===== config.mk =====
export PLATFORM = sky130hd
export DESIGN_NAME = csr_int_scheduler
export DESIGN_NICKNAME = d
export VERILOG_FILES = /design/src/rtl/csr_int_scheduler.sv
export SDC_FILE = /design/constraint.sdc
export NUM_CORES = 1
export LEC_CHECK = 0
export BUFFER_PORTS_ARGS = -buffer_cell sky130_fd_sc_hd__buf_2
export CAP_MARGIN = 30
export CORE_ASPECT_RATIO = 0.5
export CORE_MARGIN = 2
export CORE_UTILIZATION = 40
export DETAILED_ROUTE_END_ITERATION = 10
export PLACE_DENSITY = 0.76
export SYNTH_ARGS = -nofsm -noshare
export SYNTH_HDL_FRONTEND = slang
export SYNTH_SLANG_ARGS = --single-unit

===== constraint.sdc =====
create_clock -name s_clk_i -period 3.7 [get_ports s_clk_i]
set_clock_uncertainty 0.2 [all_clocks]
set_input_delay 0.37 -clock s_clk_i [delete_from_list [all_inputs] [get_ports s_clk_i]]
set_output_delay 0.37 -clock s_clk_i [all_outputs]
set_load 0.005 [all_outputs]

===== src/rtl/csr_int_scheduler.sv =====
// csr_int_scheduler: interrupt scheduler in front of the MA-stage CSR executor.
// Latches interrupt sources into a pending vector (MIP view), arbitrates the
// enabled pending bits by fixed priority (14, 11, 3, 7, 12, 13) and offers one
// frozen request (cause + trap address) to the pipeline until it is acked or
// becomes invalid. After a trap return a hold-off window blocks new requests.
//
// Optional feature macro: CSR_INT_VECTORED_EN
//   defined   : mtvec mode 2'b01 gives trap = base + 4*cause
//   undefined : trap is always the base address
//
// Ports:
//   s_clk_i, s_resetn_i        clock, async active-low reset
//   s_stall_i, s_flush_i       MA stage stalled / flushed
//   s_meip_i/s_mtip_i/s_msip_i level interrupt sources
//   s_uce_i/s_lcer_i/s_fcer_i  error pulses (sticky pending bits 14/12/13)
//   s_mie_i, s_gie_i           enable mask and global enable
//   s_mtvec_i                  trap vector CSR
//   s_mip_we_i, s_mip_wdata_i  software MIP write (clears sticky bits)
//   s_int_ack_i, s_mret_i      pipeline took the interrupt / trap return
//   s_int_req_o, s_int_cause_o, s_int_trap_o  frozen request
//   s_mip_o                    pending vector
module csr_int_scheduler #(
  parameter int unsigned HOLDOFF_CYC = 2,
  parameter int unsigned CW          = 4
) (
  input  logic        s_clk_i,
  input  logic        s_resetn_i,
  input  logic        s_stall_i,
  input  logic        s_flush_i,
  input  logic        s_meip_i,
  input  logic        s_mtip_i,
  input  logic        s_msip_i,
  input  logic        s_uce_i,
  input  logic        s_lcer_i,
  input  logic        s_fcer_i,
  input  logic [14:0] s_mie_i,
  input  logic        s_gie_i,
  input  logic [31:0] s_mtvec_i,
  input  logic        s_mip_we_i,
  input  logic [14:0] s_mip_wdata_i,
  input  logic        s_int_ack_i,
  input  logic        s_mret_i,
  output logic        s_int_req_o,
  output logic [4:0]  s_int_cause_o,
  output logic [31:0] s_int_trap_o,
  output logic [14:0] s_mip_o
);

  typedef enum logic [1:0] {IDLE, REQ, CLR} state_e;

  state_e          state_q, state_d;
  logic [14:0]     mip_q, mip_d;
  logic [4:0]      cause_q, cause_d;
  logic [31:0]     trap_q, trap_d;
  logic [CW-1:0]   hold_q, hold_d;

  logic [14:0]     elig;
  logic            can_raise;
  logic [4:0]      sel_cause;
  logic [31:0]     trap_base, trap_next;
  logic [2:0]      sticky_set;

  // Flush does not affect the request; wdata bits below 12 are ignored.
  logic unused_ok;
  assign unused_ok = ^{s_flush_i, s_mtvec_i[1:0], s_mip_wdata_i[11:0]};

  assign elig       = mip_q & s_mie_i;
  assign can_raise  = (|elig) && s_gie_i && (hold_q == '0);
  assign sticky_set = {s_uce_i, s_fcer_i, s_lcer_i};   // bits 14,13,12

  always_comb begin
    sel_cause = 5'd0;
    if      (elig[14]) sel_cause = 5'd14;
    else if (elig[11]) sel_cause = 5'd11;
    else if (elig[3])  sel_cause = 5'd3;
    else if (elig[7])  sel_cause = 5'd7;
    else if (elig[12]) sel_cause = 5'd12;
    else if (elig[13]) sel_cause = 5'd13;
  end

  assign trap_base = {s_mtvec_i[31:2], 2'b00};
`ifdef CSR_INT_VECTORED_EN
  assign trap_next = (s_mtvec_i[1:0] == 2'b01) ?
                     trap_base + {25'd0, sel_cause, 2'b00} : trap_base;
`else
  assign trap_next = trap_base;
`endif

  // Pending vector: level bits are plain registered copies; sticky bits are
  // set by pulses, cleared when taken (CLR) or by a MIP write of 0. Set wins.
  always_comb begin
    mip_d     = '0;
    mip_d[3]  = s_msip_i;
    mip_d[7]  = s_mtip_i;
    mip_d[11] = s_meip_i;
    for (int b = 12; b < 15; b++) begin
      logic clr;
      clr = (s_mip_we_i && !s_mip_wdata_i[b]) ||
            (state_q == CLR && cause_q == 5'(b));
      mip_d[b] = sticky_set[b-12] || (mip_q[b] && !clr);
    end
  end

  always_comb begin
    if (s_mret_i)                       hold_d = CW'(HOLDOFF_CYC);
    else if (hold_q != '0 && !s_stall_i) hold_d = hold_q - 1'b1;
    else                                hold_d = hold_q;
  end

  // Next-state logic; cause/trap only change on IDLE->REQ so they stay frozen.
  always_comb begin
    state_d = state_q;
    cause_d = cause_q;
    trap_d  = trap_q;
    unique case (state_q)
      IDLE: if (can_raise && !s_stall_i) begin
        state_d = REQ;
        cause_d = sel_cause;
        trap_d  = trap_next;
      end
      REQ: begin
        if (s_int_ack_i)                                  state_d = CLR;
        else if (!elig[cause_q] || !s_gie_i || s_mret_i) state_d = IDLE;
      end
      CLR:     state_d = IDLE;
      default: state_d = IDLE;
    endcase
  end

  always_ff @(posedge s_clk_i or negedge s_resetn_i) begin
    if (!s_resetn_i) begin
      state_q <= IDLE;
      mip_q   <= '0;
      cause_q <= '0;
      trap_q  <= '0;
      hold_q  <= '0;
    end else begin
      state_q <= state_d;
      mip_q   <= mip_d;
      cause_q <= cause_d;
      trap_q  <= trap_d;
      hold_q  <= hold_d;
    end
  end

  always_comb begin
    s_int_req_o   = (state_q == REQ);
    s_int_cause_o = cause_q;
    s_int_trap_o  = trap_q;
    s_mip_o       = mip_q;
  end

endmodule


==> results.md, run 1 <==
- Status: finished clean
- Pre-antenna DRT Iters: 4
- Area of the multi-input gates: 785 sq um
- Critical path depth: 7
- HPWL after detailed placement: 3320 um
- CP top delay family: compound AO/OA/AOI/OAI gates
- Die H: 54.5 um
- Power Internal: 1.15 mW
- Core Area: 4910 sq um
- Max FO, Critical Path: 22
- # diodes: 0
- CTS Root Cell: clkbuf_8
- Layout fillers: 443
- Synth unique cells: 35
- FF+latch count, synth: 46
- RSZ-0062 raised after global routing: false
- Worst-case vdd ir drop: 0.000269 V
- Post-synthesis sequential area ratio: 0.564
- Crit path arrival time: 2.65 ns
- Slew Limit Fails: 0
- Power per Cell Area: 618 nW/um^2
- Clock power frac: 0.170
- Clock transition at path regs: 0.08 ns
- DR vias/cell: 4.71
- CTS sink count: 46
- YS warnings: 0
- Max-cap check violation count: 0
- Clock Path Buffers: 2
- Leakage power: 1.30 nW
- Synth top area share: 0.564
- Share of power burned in combinational logic: 0.322
- Crit path capture type: flip-flop
- RD Place Congestion: 0.768
- Setup TNS: 0 ns
- Slew headroom: 0.643
- Site row count: 18
- Die Area: 5720 sq um
- Overall routing resource usage: 0.150
- Worst-path cell chain: inv_1, ha_1, nor3b_1, nand2_1, a41oi_4, buf_4, mux2_2
- Bufs and invs on worst path: 2
- Final setup violation count: 0
- Port Buffers: 92
- Fraction of final layout cells with drive strength greater than 1: 0.529
- I/O pin total: 129
- Die X: 105 um
- Cells on Worst Hold Path: 2
- Initial antenna violation count: 0
- DRC viols: 0
- Register Area: 1150 sq um
- CP max stage cell: a41oi_4
- CTS Buf Count: 5
- Avg WL per Cell: 13.2 um
- First-pass GRT wire length: 6660 um
- Clock Latency Late Sink: 0.28 ns
- Area leader, netlist: dfrtp_1
- Crit-path max cell delay: 0.50 ns
- Post-DRT Antenna Nets: 0
- H-Tree Depth: 2
- Net Sw Frac: 0.298
- Hold Crit Class: input pin to flip-flop
- Psw: 487 uW
- Avg Inst Size Synth: 13.0 sq um
- CP Data Required Time: 3.67 ns
- Reg2Reg Depth: 7
- Flop pwr share: 0.507
- Top post-synthesis cells by area: dfrtp_1 (56%), mux2_2 (18%), buf_4 (4.4%)
- Total wire length: 4320 um
- Crit Path Class: flip-flop to flip-flop
- Mapped Area: 2040 sq um
- First DRT Iteration DRCs: 48
- Worst-margin pin slew: 0.534 ns
- Number of global-route vias before repair: 1545
- Global route overflow: 0
- Hold Slack: 0.0733 ns
- Total power: 1.63 mW
- Initial Util: 0.416
- P&R area growth vs syn: 29.7%
- CTS tree: done
- Top achievable clock speed: 374 MHz
- Nets: 334
- Post-route minimum period: 2.68 ns
- Post-synthesis cell count: 157
- Largest net degree at the start of global routing: 47
- Vias: 1539
- Fin. Hold Viols: 0
- Startpoint type of the worst setup path: flip-flop
- Final period util: 0.724
-- layout by cell type (no fill, tap or decap), types with 2 or more instances in the layout --
cell type      count
buf_2             92
dfrtp_1           46
mux2_2            32
conb_1            12
nand2_1           10
o21ai_0            7
inv_1              5
nor2_1             5
clkbuf_8           5
dlygate4sd3_1      4
o21bai_1           3
a21oi_1            3
nor3_1             2
or2_2              2
a22oi_1            2
and2_1             2
nand3_1            2
or3_1              2
clkbuf_1           2
-- synth_stat cells, drive strengths merged --
master / instances
dfrtp: 46
a311oi: 1
nand4b: 1
a41oi: 1
mux2: 33
nand2: 10
a221oi: 1
xnor2: 1
nor4b: 1
a22oi: 2
and2: 2
nor2: 5
a32oi: 1
nor3: 2
nor2b: 1
a211oi: 1
nor3b: 1
a211o: 1
clkbuf: 1
buf: 15
conb: 1
a21oi: 3
o32a: 1
or4b: 1
a32o: 1
o21bai: 3
or2: 2
ha: 1
nand3: 2
a21o: 1
inv: 5
or3: 2
o21ai: 7
-- cell type report --
type,count,area share
Sequential cell,46,0.435
Multi-Input combinational cell,101,0.296
Timing Repair Buffer,98,0.200
Tap cell,70,0.0331
Clock buffer,7,0.0288
Inverter,5,0.00709
-- per-layer routing --
layer	global-route usage	vias to the layer above	routed length [um]
li1	-	728	-
met1	0.156	764	1730
met2	0.315	45	2420
met3	0.0357	2	148
met4	0.0444	0	23
met5	0	-	0
-- what timing repair did --
item	4_1_cts	5_1_grt
endpoints found under the setup margin	0	0
buffers inserted	0	0
resized for setup	0	0
hold endpoints to repair	3	13
hold buffers	3	1
-- path summary, 6_finish.rpt --
| check | startpoint | slack, ns | endpoint |
|---|---|---|---|
| min in group asynchronous | s_resetn_i | 0.33 | s_int_trap_o[4]$_DFFE_PN0P_ |
| worst max-delay path | hold_q[0]$_DFFE_PN0P_ | 1.02 | s_int_trap_o[31]$_DFFE_PN0P_ |
| worst max register to register | hold_q[0]$_DFFE_PN0P_ | 1.02 | s_int_trap_o[31]$_DFFE_PN0P_ |
| worst min-delay path | s_fcer_i | 0.07 | s_mip_o[13]$_DFF_PN0_ |
| worst min register to register | s_int_trap_o[16]$_DFFE_PN0P_ | 0.30 | s_int_trap_o[16]$_DFFE_PN0P_ |
| max in group asynchronous | s_resetn_i | 2.51 | s_int_trap_o[10]$_DFFE_PN0P_ |
-- stage by stage --
step / setup WS (ns) / std cells / instance area (sq um) / util
floorplan: 1.64 / 168 / 2080 / -
global placement: 1.17 / 315 / 2510 / 0.511
detailed placement: 0.992 / 315 / 2510 / 0.511
CTS: 0.981 / 325 / 2620 / 0.533
global route: 0.849 / 327 / 2650 / 0.539
finish: 1.02 / 327 / 2650 / 0.539
-- sequential cells by signal (all words and copies together), names as in the netlist --
name / flops
s_int_trap_o: 30
state_q: 2
hold_q: 4
s_mip_o: 6
s_int_cause_o: 4
-- logic make-up (layout without fill, tap and decap cells) --
logic type | after synthesis | after routing | share of synthesized area
compound gates | 24 | 24 | 0.0907
xor+xnor | 1 | 1 | 0.00429
fa+ha+maj | 1 | 1 | 0.00613
buf+inv | 21 | 110 | 0.0717
flops | 46 | 46 | 0.564
mux | 33 | 33 | 0.182
other cells | 1 | 12 | 0.00184
simple gates | 30 | 30 | 0.0791
-- power groups by stage --
stage                     combinational (mW)  sequential [mW]  clock, mW
final                                  0.527            0.829      0.278
after global routing                   0.585            0.855      0.315
after CTS                              0.533            0.832      0.290
after detailed placement               0.530            0.840          0
after global placement                 0.510            0.822          0
after floorplan                        0.255            0.835          0
Power figures use the tool's default switching activity.
==> inputs of run 2 (changes only) <==
CORE_UTILIZATION = 38   (was 40)
clock period = 2.4 ns   (was 3.7 ns; I/O delays follow)
==> results.md, run 2 (synthesized netlist as in run 1, its figures left out) <==
- Clock Path Buffers: 2 (unchanged)
- Die H: 55.8 um (was 54.5 um)
- WHS Endpoint: state_q[0]$_DFFE_PN0P_ (was s_mip_o[13]$_DFF_PN0_)
- Post-DRT Antenna Nets: 0 (unchanged)
- Core Area: 5040 sq um (was 4910 sq um)
- Max reg flops: 30 (unchanged)
- Global route overflow: 0 (unchanged)
- CP max stage cell: dfrtp_1 (was a41oi_4)
- Most common cell after layout, fill and taps aside: buf_2 (unchanged)
- DRC viols: 0 (unchanged)
- CTS tree: done (unchanged)
- Die Area: 6010 sq um (was 5720 sq um)
- # diodes: 0 (unchanged)
- Bufs and invs on worst path: 2 (unchanged)
- Clock transition at path regs: 0.09 ns (was 0.08 ns)
- Worst-margin pin slew: 0.568 ns (was 0.534 ns)
- P&R area growth vs syn: 48.7% (was 29.7%)
- Vias: 1730 (was 1539)
- Total wire length: 5010 um (was 4320 um)
- Top achievable clock speed: 462 MHz (was 374 MHz)
- Slew Limit Fails: 0 (unchanged)
- DR vias/cell: 4.74 (was 4.71)
- RD Place Congestion: 0.796 (was 0.768)
- Setup TNS: 0 ns (unchanged)
- Reg2Reg Capture Point: s_int_trap_o[28]$_DFFE_PN0P_ (was s_int_trap_o[31]$_DFFE_PN0P_)
- Postcts setup bufs: 0 (unchanged)
- Cells on Worst Hold Path: 3 (was 2)
- Reg2Reg Depth: 7 (unchanged)
- Crit Path Class: flip-flop to flip-flop (unchanged)
- Crit-path max cell delay: 0.39 ns (was 0.50 ns)
- Hold_sp: s_gie_i (was s_fcer_i)
- H-Tree Depth: 2 (unchanged)
- Worst-case vdd ir drop: 0.000408 V (was 0.000269 V)
- Place WS: 0.171 ns (was 0.992 ns)
- CP Data Required Time: 2.38 ns (was 3.67 ns)
- Reg-to-reg slack, setup: 0.23 ns (was 1.02 ns)
- Power per Cell Area: 872 nW/um^2 (was 618 nW/um^2)
- Pre-antenna DRT Iters: 4 (unchanged)
- Crit path arrival time: 2.15 ns (was 2.65 ns)
- Initial Util: 0.405 (was 0.416)
- Site row count: 18 (unchanged)
- CP top delay family: flip-flops (was compound AO/OA/AOI/OAI gates)
- Final period util: 0.903 (was 0.724)
- Reg-to-Reg Start: hold_q[0]$_DFFE_PN0P_ (unchanged)
- CTS Root Cell: clkbuf_8 (unchanged)
- Startpoint type of the worst setup path: flip-flop (unchanged)
- CTS Buf Count: 5 (unchanged)
- Worst-path cell chain: inv_1, ha_1, nor3b_2, nand2_1, a41oi_4, buf_4, mux2_2 (was inv_1, ha_1, nor3b_1, nand2_1, a41oi_4, buf_4, mux2_2)
- Hold Slack: 0.0364 ns (was 0.0733 ns)
- Layout fillers: 404 (was 443)
- RSZ-0062 raised after global routing: false (unchanged)
- Fraction of final layout cells with drive strength greater than 1: 0.481 (was 0.529)
- Number of global-route vias before repair: 1751 (was 1545)
- Clock Latency Late Sink: 0.29 ns (was 0.28 ns)
- Largest net degree at the start of global routing: 27 (was 47)
- Status: finished clean (unchanged)
- Initial antenna violation count: 0 (unchanged)
- Slew headroom: 0.621 (was 0.643)
- Nets: 371 (was 334)
- Hold Crit Class: input pin to flip-flop (unchanged)
- Fin. Hold Viols: 0 (unchanged)
- First-pass GRT wire length: 8490 um (was 6660 um)
- Avg WL per Cell: 13.7 um (was 13.2 um)
- Leakage power: 1.47 nW (was 1.30 nW)
- Final setup violation count: 0 (unchanged)
- Overall routing resource usage: 0.178 (was 0.150)
- Post-route minimum period: 2.17 ns (was 2.68 ns)
- Final worst slack: 0.234 ns (was 1.02 ns)
- Max-cap check violation count: 0 (unchanged)
- First DRT Iteration DRCs: 58 (was 48)
- Commonest cells after routing, fill and taps aside: buf_2 (92), dfrtp_1 (46), dlygate4sd3_1 (39) (was buf_2 (92), dfrtp_1 (46), mux2_2 (32))
- I/O pin total: 129 (unchanged)
- Port Buffers: 92 (unchanged)
- Die X: 108 um (was 105 um)
- HPWL after detailed placement: 3300 um (was 3320 um)
- CTS sink count: 46 (unchanged)
- Crit path capture type: flip-flop (unchanged)
- Max FO, Critical Path: 11 (was 22)
## run 2: stage by stage
step | power, mW | utilization | area (sq um) | cells
6_report | 2.65 | 0.602 | 3040 | 365
5_1_grt | 2.84 | 0.602 | 3040 | 365
4_1_cts | 2.65 | 0.601 | 3030 | 365
3_5_place_dp | 2.11 | 0.504 | 2540 | 318
3_3_place_gp | 2.07 | 0.504 | 2540 | 318
2_1_floorplan | 1.68 | - | 2080 | 168
## run 2: layout make-up
cell class / count / area (sq um) / area share
clock buffer: 6 / 82.6 / 0.0272
inverter: 5 / 18.8 / 0.00618
sequential: 46 / 1150 / 0.379
tap: 70 / 87.6 / 0.0289
timing repair buffer: 135 / 893 / 0.294
clock inverter: 2 / 12.5 / 0.00412
multi-input combinational: 101 / 790 / 0.260
## run 2: tightest hold or removal path, cell delays in order
cell	delay [ns]
buf_2	0.11
nand3_1	0.07
o21bai_1	0.07
## run 2: what timing repair did
action                                  CTS  global route
resized for setup                         0             1
endpoints found under the setup margin    0             7
endpoints found under the hold margin    64             0
hold buffers                             39             0
## run 2: routing by layer
metal | part of all wire | global-route usage
met1 | 0.38 | 0.205
met4 | 0.025 | 0.0733
met2 | 0.55 | 0.328
met5 | 0 | 0
met3 | 0.040 | 0.0293
## run 2: worst max path at each step
stage / start / end / slack [ns] / cells after the start
after CTS: hold_q[0]$_DFFE_PN0P_ / s_int_cause_o[1]$_DFFE_PN0P_ / 0.15 / 7
after floorplan: hold_q[0]$_DFFE_PN0P_ / s_int_trap_o[22]$_DFFE_PN0P_ / 0.34 / 7
after global placement: hold_q[0]$_DFFE_PN0P_ / s_int_trap_o[25]$_DFFE_PN0P_ / 0.22 / 7
final: hold_q[0]$_DFFE_PN0P_ / s_int_trap_o[28]$_DFFE_PN0P_ / 0.23 / 7
after global routing: hold_q[0]$_DFFE_PN0P_ / s_int_trap_o[28]$_DFFE_PN0P_ / 0.13 / 7
after detailed placement: hold_q[0]$_DFFE_PN0P_ / s_int_trap_o[27]$_DFFE_PN0P_ / 0.17 / 7
## run 2: power by group
| part | total [mW] | switching [mW] | internal, mW |
|---|---|---|---|
| sequential | 1.28 | 0.204 | 1.08 |
| combinational | 0.874 | 0.343 | 0.531 |
| clock | 0.491 | 0.259 | 0.232 |
| total | 2.65 | 0.806 | 1.84 |
